--- config.mk ---
export PLATFORM = sky130hd
export DESIGN_NAME = uart_tx_arbiter
export DESIGN_NICKNAME = d
export VERILOG_FILES = /design/src/rtl/uart_arb_pkg.sv /design/src/rtl/tx_stall_timer.sv /design/src/rtl/uart_tx_arbiter.sv
export SDC_FILE = /design/constraint.sdc
export NUM_CORES = 1
export LEC_CHECK = 0
export ABC_AREA = 0
export ABC_CLOCK_PERIOD_IN_PS = 2000
export BUFFER_PORTS_ARGS = -buffer_cell sky130_fd_sc_hd__buf_2
export CORE_UTILIZATION = 47
export DETAILED_ROUTE_END_ITERATION = 10
export PLACE_DENSITY = 0.74
export SYNTH_ARGS = -nofsm -noshare
export SYNTH_HDL_FRONTEND = slang
export SYNTH_SLANG_ARGS = --single-unit
--- constraint.sdc ---
create_clock -name clk -period 2 [get_ports clk]
set_clock_uncertainty 0.05 [all_clocks]
set_input_delay 0.3 -clock clk [delete_from_list [all_inputs] [get_ports clk]]
set_output_delay 0.3 -clock clk [all_outputs]
set_load 0.005 [all_outputs]
--- src/rtl/uart_arb_pkg.sv ---
// Shared definitions for the UART transmit arbiter.
// Contents:
//   arb_state_t  - arbiter state encoding (IDLE / OWN0 / OWN1), which doubles
//                  as the one-hot grant vector
//   REQ0, REQ1   - requester index constants, used for the last_owner bit
//   owner_index  - maps an owning state to its requester index
package uart_arb_pkg;

    typedef enum logic [1:0] {
        IDLE = 2'b00,
        OWN0 = 2'b01,
        OWN1 = 2'b10
    } arb_state_t;

    localparam logic REQ0 = 1'b0;
    localparam logic REQ1 = 1'b1;

    function automatic logic owner_index(input arb_state_t st);
        return (st == OWN1) ? REQ1 : REQ0;
    endfunction

endpackage

--- src/rtl/tx_stall_timer.sv ---
// Saturating idle-cycle counter for the arbiter's stall timeout.
// Ports:
//   clk, rst  - clock and asynchronous active-high reset
//   clear     - zero the count (takes priority over inc)
//   inc       - count one more idle cycle, stopping at LIMIT
//   expired   - count has reached LIMIT
module tx_stall_timer #(
    parameter int unsigned LIMIT = 65535
) (
    input  logic clk,
    input  logic rst,
    input  logic clear,
    input  logic inc,
    output logic expired
);

    localparam int unsigned W = $clog2(LIMIT + 1);
    localparam logic [W-1:0] LIMIT_V = W'(LIMIT);

    logic [W-1:0] count;

    // Saturate at LIMIT so a long stall can never wrap back to a small value.
    always_ff @(posedge clk or posedge rst) begin
        if (rst) begin
            count <= '0;
        end else if (clear) begin
            count <= '0;
        end else if (inc && (count != LIMIT_V)) begin
            count <= count + W'(1);
        end
    end

    assign expired = (count == LIMIT_V);

endmodule

--- src/rtl/uart_tx_arbiter.sv ---
// Two-requester, packet-granular arbiter in front of a UART transmit FIFO.
// A requester owns the FIFO for a whole packet (until it offers a byte with
// last set), so bytes of different packets never interleave. Ties in IDLE are
// broken round-robin. An owner that stops offering bytes for STALL_TIMEOUT
// cycles loses its grant.
// Ports:
//   clk, rst                         - clock, asynchronous active-high reset
//   reqN_valid/data/last/ready       - byte handshake for requester N (0, 1)
//   tx_full                          - UART transmit FIFO is full
//   wr_uart, w_data                  - FIFO write strobe and byte
//   grant                            - one-hot owner, 00 when idle
//   timeout_evt                      - one-cycle pulse on a stall revocation
module uart_tx_arbiter
    import uart_arb_pkg::*;
#(
    parameter int unsigned STALL_TIMEOUT = 65535
) (
    input  logic       clk,
    input  logic       rst,
    input  logic       req0_valid,
    input  logic [7:0] req0_data,
    input  logic       req0_last,
    output logic       req0_ready,
    input  logic       req1_valid,
    input  logic [7:0] req1_data,
    input  logic       req1_last,
    output logic       req1_ready,
    input  logic       tx_full,
    output logic       wr_uart,
    output logic [7:0] w_data,
    output logic [1:0] grant,
    output logic       timeout_evt
);

    arb_state_t state, state_next;
    logic       last_owner, last_owner_next;
    logic       owner_valid, owner_last, transfer;
    logic       stall_clear, stall_expired;

    // State and last_owner registers. last_owner resets to REQ1 so that the
    // first contended arbitration after reset favours requester 0.
    always_ff @(posedge clk or posedge rst) begin
        if (rst) begin
            state      <= IDLE;
            last_owner <= REQ1;
        end else begin
            state      <= state_next;
            last_owner <= last_owner_next;
        end
    end

    // Datapath mux: only the owner sees ready, and the FIFO sees only the
    // owner's byte. Readies stay low in IDLE, which costs the one-cycle
    // arbitration slot.
    always_comb begin
        req0_ready  = 1'b0;
        req1_ready  = 1'b0;
        owner_valid = 1'b0;
        owner_last  = 1'b0;
        w_data      = 8'h00;
        case (state)
            OWN0: begin
                req0_ready  = !tx_full;
                owner_valid = req0_valid;
                owner_last  = req0_last;
                w_data      = req0_data;
            end
            OWN1: begin
                req1_ready  = !tx_full;
                owner_valid = req1_valid;
                owner_last  = req1_last;
                w_data      = req1_data;
            end
            default: ;
        endcase
    end

    assign transfer    = owner_valid && (req0_ready || req1_ready);
    assign wr_uart     = transfer;
    assign grant       = state;
    assign timeout_evt = (state != IDLE) && stall_expired;

    // Next-state logic. A packet ends either on a transfer of its last byte
    // or on a stall timeout; both hand priority to the other requester.
    always_comb begin
        state_next      = state;
        last_owner_next = last_owner;
        case (state)
            IDLE: begin
                if (req0_valid && req1_valid) begin
                    state_next = (last_owner == REQ0) ? OWN1 : OWN0;
                end else if (req0_valid) begin
                    state_next = OWN0;
                end else if (req1_valid) begin
                    state_next = OWN1;
                end
            end
            OWN0, OWN1: begin
                if ((transfer && owner_last) || stall_expired) begin
                    state_next      = IDLE;
                    last_owner_next = owner_index(state);
                end
            end
            default: state_next = IDLE;
        endcase
    end

    // The counter sits at zero through IDLE so every grant starts fresh. Any
    // cycle with the owner's valid high clears it, so tx_full backpressure
    // with a byte pending never counts as a stall.
    assign stall_clear = (state == IDLE) || owner_valid;

    tx_stall_timer #(
        .LIMIT(STALL_TIMEOUT)
    ) u_stall_timer (
        .clk    (clk),
        .rst    (rst),
        .clear  (stall_clear),
        .inc    (!stall_clear),
        .expired(stall_expired)
    );

endmodule

==> flow_summary.html <==
<table>
<tr><th>Metric</th><th>Value</th></tr>
<tr><th colspan="2">GRT</th></tr>
<tr><td>First-pass GRT wire length</td><td>slightly above 5000 um</td></tr>
<tr><td>Pin count of the biggest net entering global routing</td><td>20</td></tr>
<tr><td>Antenna violations before repair</td><td>0</td></tr>
<tr><td>Via count of the first global-routing pass</td><td>1129</td></tr>
<tr><td>Global Route Usage Sum</td><td>about 25%</td></tr>
<tr><td>Residual overflow from global routing</td><td>0</td></tr>
<tr><th colspan="2">STA</th></tr>
<tr><td>Period utilisation layout</td><td>between 90 and 100%</td></tr>
<tr><td>Setup repair after global routing missed its margin</td><td>yes</td></tr>
<tr><td>Setup violators final</td><td>0</td></tr>
<tr><td>Endpoints failing hold</td><td>0</td></tr>
<tr><td>Max-slew violation total from the final report</td><td>0</td></tr>
<tr><td>Final period demand of the worst path</td><td>1989 ps</td></tr>
<tr><td>Sum Neg Setup Slack</td><td>0 ps</td></tr>
<tr><td>Tightest slew margin relative to the limit</td><td>about half</td></tr>
<tr><td>Max Freq</td><td>a little over 500 MHz</td></tr>
<tr><td>Pin slew with the least headroom to its limit</td><td>~730 ps</td></tr>
<tr><th colspan="2">Drt</th></tr>
<tr><td>Avg Vias per Cell</td><td>5.788</td></tr>
<tr><td>Post-Route WL</td><td>between 3000 and 4000 um</td></tr>
<tr><td>DRC</td><td>0</td></tr>
<tr><td>Routed wire per std cell</td><td>about 15 um</td></tr>
<tr><td>DRT antenna net count</td><td>0</td></tr>
<tr><td>Iteration count of the initial detailed-routing pass</td><td>4</td></tr>
<tr><td>Vias after detailed routing</td><td>about 1300</td></tr>
<tr><td>First DRT Iteration DRCs</td><td>55</td></tr>
<tr><th colspan="2">Setup path</th></tr>
<tr><td>Critical path endpoint</td><td>timeout_evt</td></tr>
<tr><td>Buffering stage count on the worst path with inverters included</td><td>1</td></tr>
<tr><td>Biggest cell delay along the critical path</td><td>about 430 ps</td></tr>
<tr><td>Worst EP arrival</td><td>1640 ps</td></tr>
<tr><td>Kind of end point of the critical path</td><td>output pin</td></tr>
<tr><td>CP Launch Type</td><td>flop</td></tr>
<tr><td>Critical path depth in cells</td><td>5</td></tr>
<tr><td>Launching point of the worst reg2reg path</td><td>grant[0]$_DFFE_PP0P_</td></tr>
<tr><td>Critical-path cell with the highest stage delay</td><td>or4_4</td></tr>
<tr><td>Critical Path Start</td><td>u_stall_timer.count[0]$_DFFE_PP0P_</td></tr>
<tr><td>Largest delay contributor family on the critical path</td><td>simple AND/OR/NAND/NOR gates</td></tr>
<tr><td>Reg2reg end</td><td>grant[0]$_DFFE_PP0P_</td></tr>
<tr><td>CP max FO</td><td>2</td></tr>
<tr><td>Required time of the critical path</td><td>1650 ps</td></tr>
<tr><td>List of cells traversed by the critical path</td><td>ha_4, nand4_4, or4_4, nor2_1, buf_2</td></tr>
<tr><td>Reg-to-reg setup timing slack</td><td>around 90 ps</td></tr>
<tr><td>Start-to-end type of the worst setup path</td><td>flop to output pin</td></tr>
<tr><td>Register-to-Register Path Depth</td><td>6</td></tr>
<tr><th colspan="2">Logic synthesis</th></tr>
<tr><td>Syn_area_per_cell</td><td>9.313 um^2</td></tr>
<tr><td>Synth async-reset ratio</td><td>100.0%</td></tr>
<tr><td>Netlist Area Pre-Place</td><td>around 1200 um^2</td></tr>
<tr><td>Synthesized instance count</td><td>approximately 130</td></tr>
<tr><td>Proportion of synthesized area in mux cells</td><td>0.9091%</td></tr>
<tr><td>Share of the synthesized area in the top cell type</td><td>about 36%</td></tr>
<tr><td>Share of synthesized cell area in full adder, half adder and majority cells</td><td>4.040%</td></tr>
<tr><td>Share of the synthesized area in compound gates (AO/OA/AOI/OAI)</td><td>between 20% and 30%</td></tr>
<tr><td>Seq cells post-synth</td><td>19</td></tr>
<tr><td>Main combinational cell family by area after synthesis</td><td>simple AND/OR/NAND/NOR gates</td></tr>
<tr><td>XOR/XNOR share of the synthesized area</td><td>under 10%</td></tr>
<tr><td>Post-synthesis share of cell area spent on and, or, nand and nor gates</td><td>a little over a quarter</td></tr>
<tr><td>YS warnings</td><td>0</td></tr>
<tr><td>EDFF count, synth</td><td>0</td></tr>
<tr><td>Number of nets in the synthesized netlist</td><td>160</td></tr>
<tr><td>Post-synthesis cell type count</td><td>43</td></tr>
<tr><td>Commonest register cell after synthesis</td><td>dfrtp_1</td></tr>
<tr><td>Synth area leaders</td><td>dfrtp_1, a22oi_1, nor2_1, ha_1, a21oi_1</td></tr>
<tr><td>Seq/Total Area, Yosys</td><td>38.48%</td></tr>
<tr><td>Cell taking the most area after synthesis</td><td>dfrtp_1</td></tr>
<tr><th colspan="2">Cells and area</th></tr>
<tr><td>Synth-to-Final Area Change</td><td>35.66%</td></tr>
<tr><td>Count of inserted antenna diode cells</td><td>0</td></tr>
<tr><td>Share of layout cells above drive strength 1</td><td>approximately 45%</td></tr>
<tr><td>Final #Nets</td><td>approximately 220</td></tr>
<tr><td>Final instance area</td><td>roughly 1700 um^2</td></tr>
<tr><td>Final core occ</td><td>between 60 and 70%</td></tr>
<tr><td>Cell Count, Final, Fillers Out</td><td>~220</td></tr>
<tr><th colspan="2">Floorplanning</th></tr>
<tr><td>Number of top-level pins</td><td>37</td></tr>
<tr><td>Total die area</td><td>~2800 um^2</td></tr>
<tr><td>Core area</td><td>2477 um^2</td></tr>
<tr><td>Die Span X</td><td>about 53 um</td></tr>
<tr><td># rows</td><td>18</td></tr>
<tr><td>Die span in y</td><td>around 53 um</td></tr>
<tr><td>Effective utilization at floorplan</td><td>roughly half</td></tr>
<tr><th colspan="2">Clock tree</th></tr>
<tr><td>Buffer levels on the longest clock path</td><td>2</td></tr>
<tr><td>Maximum level of the CTS H-tree</td><td>1</td></tr>
<tr><td>Cts bufs inserted</td><td>3</td></tr>
<tr><td>TritonCTS clock tree</td><td>done</td></tr>
<tr><td>Clk_lat worst skew</td><td>300 ps</td></tr>
<tr><td>Post-CTS clock slew at the launch and capture registers of the worst setup and hold paths</td><td>~110 ps</td></tr>
<tr><td>Number of sinks driven by the clock tree</td><td>19</td></tr>
<tr><td>Clock Tree Root</td><td>clkbuf_4</td></tr>
<tr><th colspan="2">Power</th></tr>
<tr><td>Power density over cell area</td><td>839.2 nW/um^2</td></tr>
<tr><td>Maximum vdd drop</td><td>between 0.6 and 0.7 mV</td></tr>
<tr><td>Pwr Total</td><td>1410 uW</td></tr>
<tr><td>Leakage power summed over all cells</td><td>slightly below 0.0008 uW</td></tr>
<tr><th colspan="2">Job</th></tr>
<tr><td>Number of maximum-capacitance constraint violations</td><td>0</td></tr>
<tr><th colspan="2">Placement</th></tr>
<tr><td>Area post-placement</td><td>approximately 1500 um^2</td></tr>
<tr><td>Half-perimeter wire length after placement</td><td>2340 um</td></tr>
<tr><td>Post-placement cell count</td><td>roughly 200</td></tr>
<tr><td>Placer congestion estimate</td><td>approximately 0.83</td></tr>
<tr><td>Buffers on Ports</td><td>36</td></tr>
<tr><th colspan="2">Outcome</th></tr>
<tr><td>Run status</td><td>finished clean</td></tr>
<tr><th colspan="2">Hold path</th></tr>
<tr><td>Min-delay worst type</td><td>input pin to asynchronous set/reset pin</td></tr>
</table>
[per-layer routing]
layer,up-vias,track usage [%],part of all wire (%)
li1,621,-,-
met1,599,31.51,43
met2,29,40.21,50
met3,7,7.759,5.0
met4,0,7.456,1.5
met5,-,0,0
[cells in the mapped netlist, drive strengths merged, types with 2 or more instances]
cell type  number
o21ai           5
dfrtp          18
a22o            2
o31ai           4
buf             2
clkbuf          3
nor2           15
nor3            3
a21boi          2
nand2           7
nor2b           2
or3             2
nand3           4
or4             4
and4            3
and3            5
a21oi           7
a22oi           8
a31oi           4
inv             5
xnor2           3
a32o            2
o21a            2
nand4           4
ha              4
[state kept, by name, indices dropped and copies added, names as in the netlist]
signal,count
u_stall_timer.count,16
grant,2
last_owner,1
[worst min-delay path by stage]
stage	slack (ps)	cells past startpoint	startpoint	endpoint
detailed placement	410	2	rst	u_stall_timer.count[14]$_DFFE_PP0P_
CTS	80	2	rst	u_stall_timer.count[9]$_DFFE_PP0P_
floorplan	200	1	rst	grant[0]$_DFFE_PP0P_
finish	50	2	rst	u_stall_timer.count[14]$_DFFE_PP0P_
global route	110	2	rst	u_stall_timer.count[14]$_DFFE_PP0P_
global placement	380	2	rst	u_stall_timer.count[12]$_DFFE_PP0P_
[what timing repair did]
item | 4_1_cts | 5_1_grt
pin swaps | 3 | 2
setup endpoints to repair | 1 | 15
buffers inserted | 7 | 3
hold buffers | 0 | 0
resized for setup | 4 | 16
[placed cells by master, fill, tap and decap left out, types with 3 or more instances in the layout]
master and instances:
inv_1 3, nor3_1 3, xnor2_1 3, o31ai_1 4, dfrtp_1 15, a22oi_1 3
clkbuf_4 3, or4_1 3, a22oi_2 5, nand2_1 7, buf_4 19, a21oi_1 7
nor2_1 15, dfrtp_2 3, a31oi_1 4, buf_2 36, and3_1 3, nand4_1 3
o21ai_0 5
[per-stage QoR]
stage,setup WS (ps),hold slack (ps)
6_report,10.54,45.16
3_3_place_gp,133.1,384.5
2_1_floorplan,91.62,200.4
4_1_cts,0.3457,79.40
5_1_grt,-64.58,106.5
3_5_place_dp,85.10,414.5
[power breakdown]
group / total, uW / internal (uW) / switching, uW
Clock: 199 / 74.7 / 124
Combinational: 729 / 351 / 378
Sequential: 482 / 436 / 46.4
[layout make-up]
type / instances / area [um^2]
multi-input combinational: 103 / 789.5
fill: 208 / 797.0
clock buffer: 3 / 22.52
clock inverter: 1 / 5.005
timing repair buffer: 55 / 322.8
tap: 30 / 37.54
sequential: 19 / 480.5
inverter: 6 / 22.52
[worst reg2reg max path, stage by stage, from the launching register on]
cell and delay, ps:
dfrtp_2 420, inv_2 60, ha_1 230, a22o_1 250, and3b_1 200, or3_1 330, a32o_1 260
[kinds of logic after synthesis]
group                    count (synthesis)
AO/OA/AOI/OAI                           42
XOR/XNOR                                 3
adder cells (fa/ha/maj)                  4
buffers and inverters                   11
flip-flops                              19
multiplexers                             1
AND/OR/NAND/NOR                         53
Power figures use the tool's default switching activity.
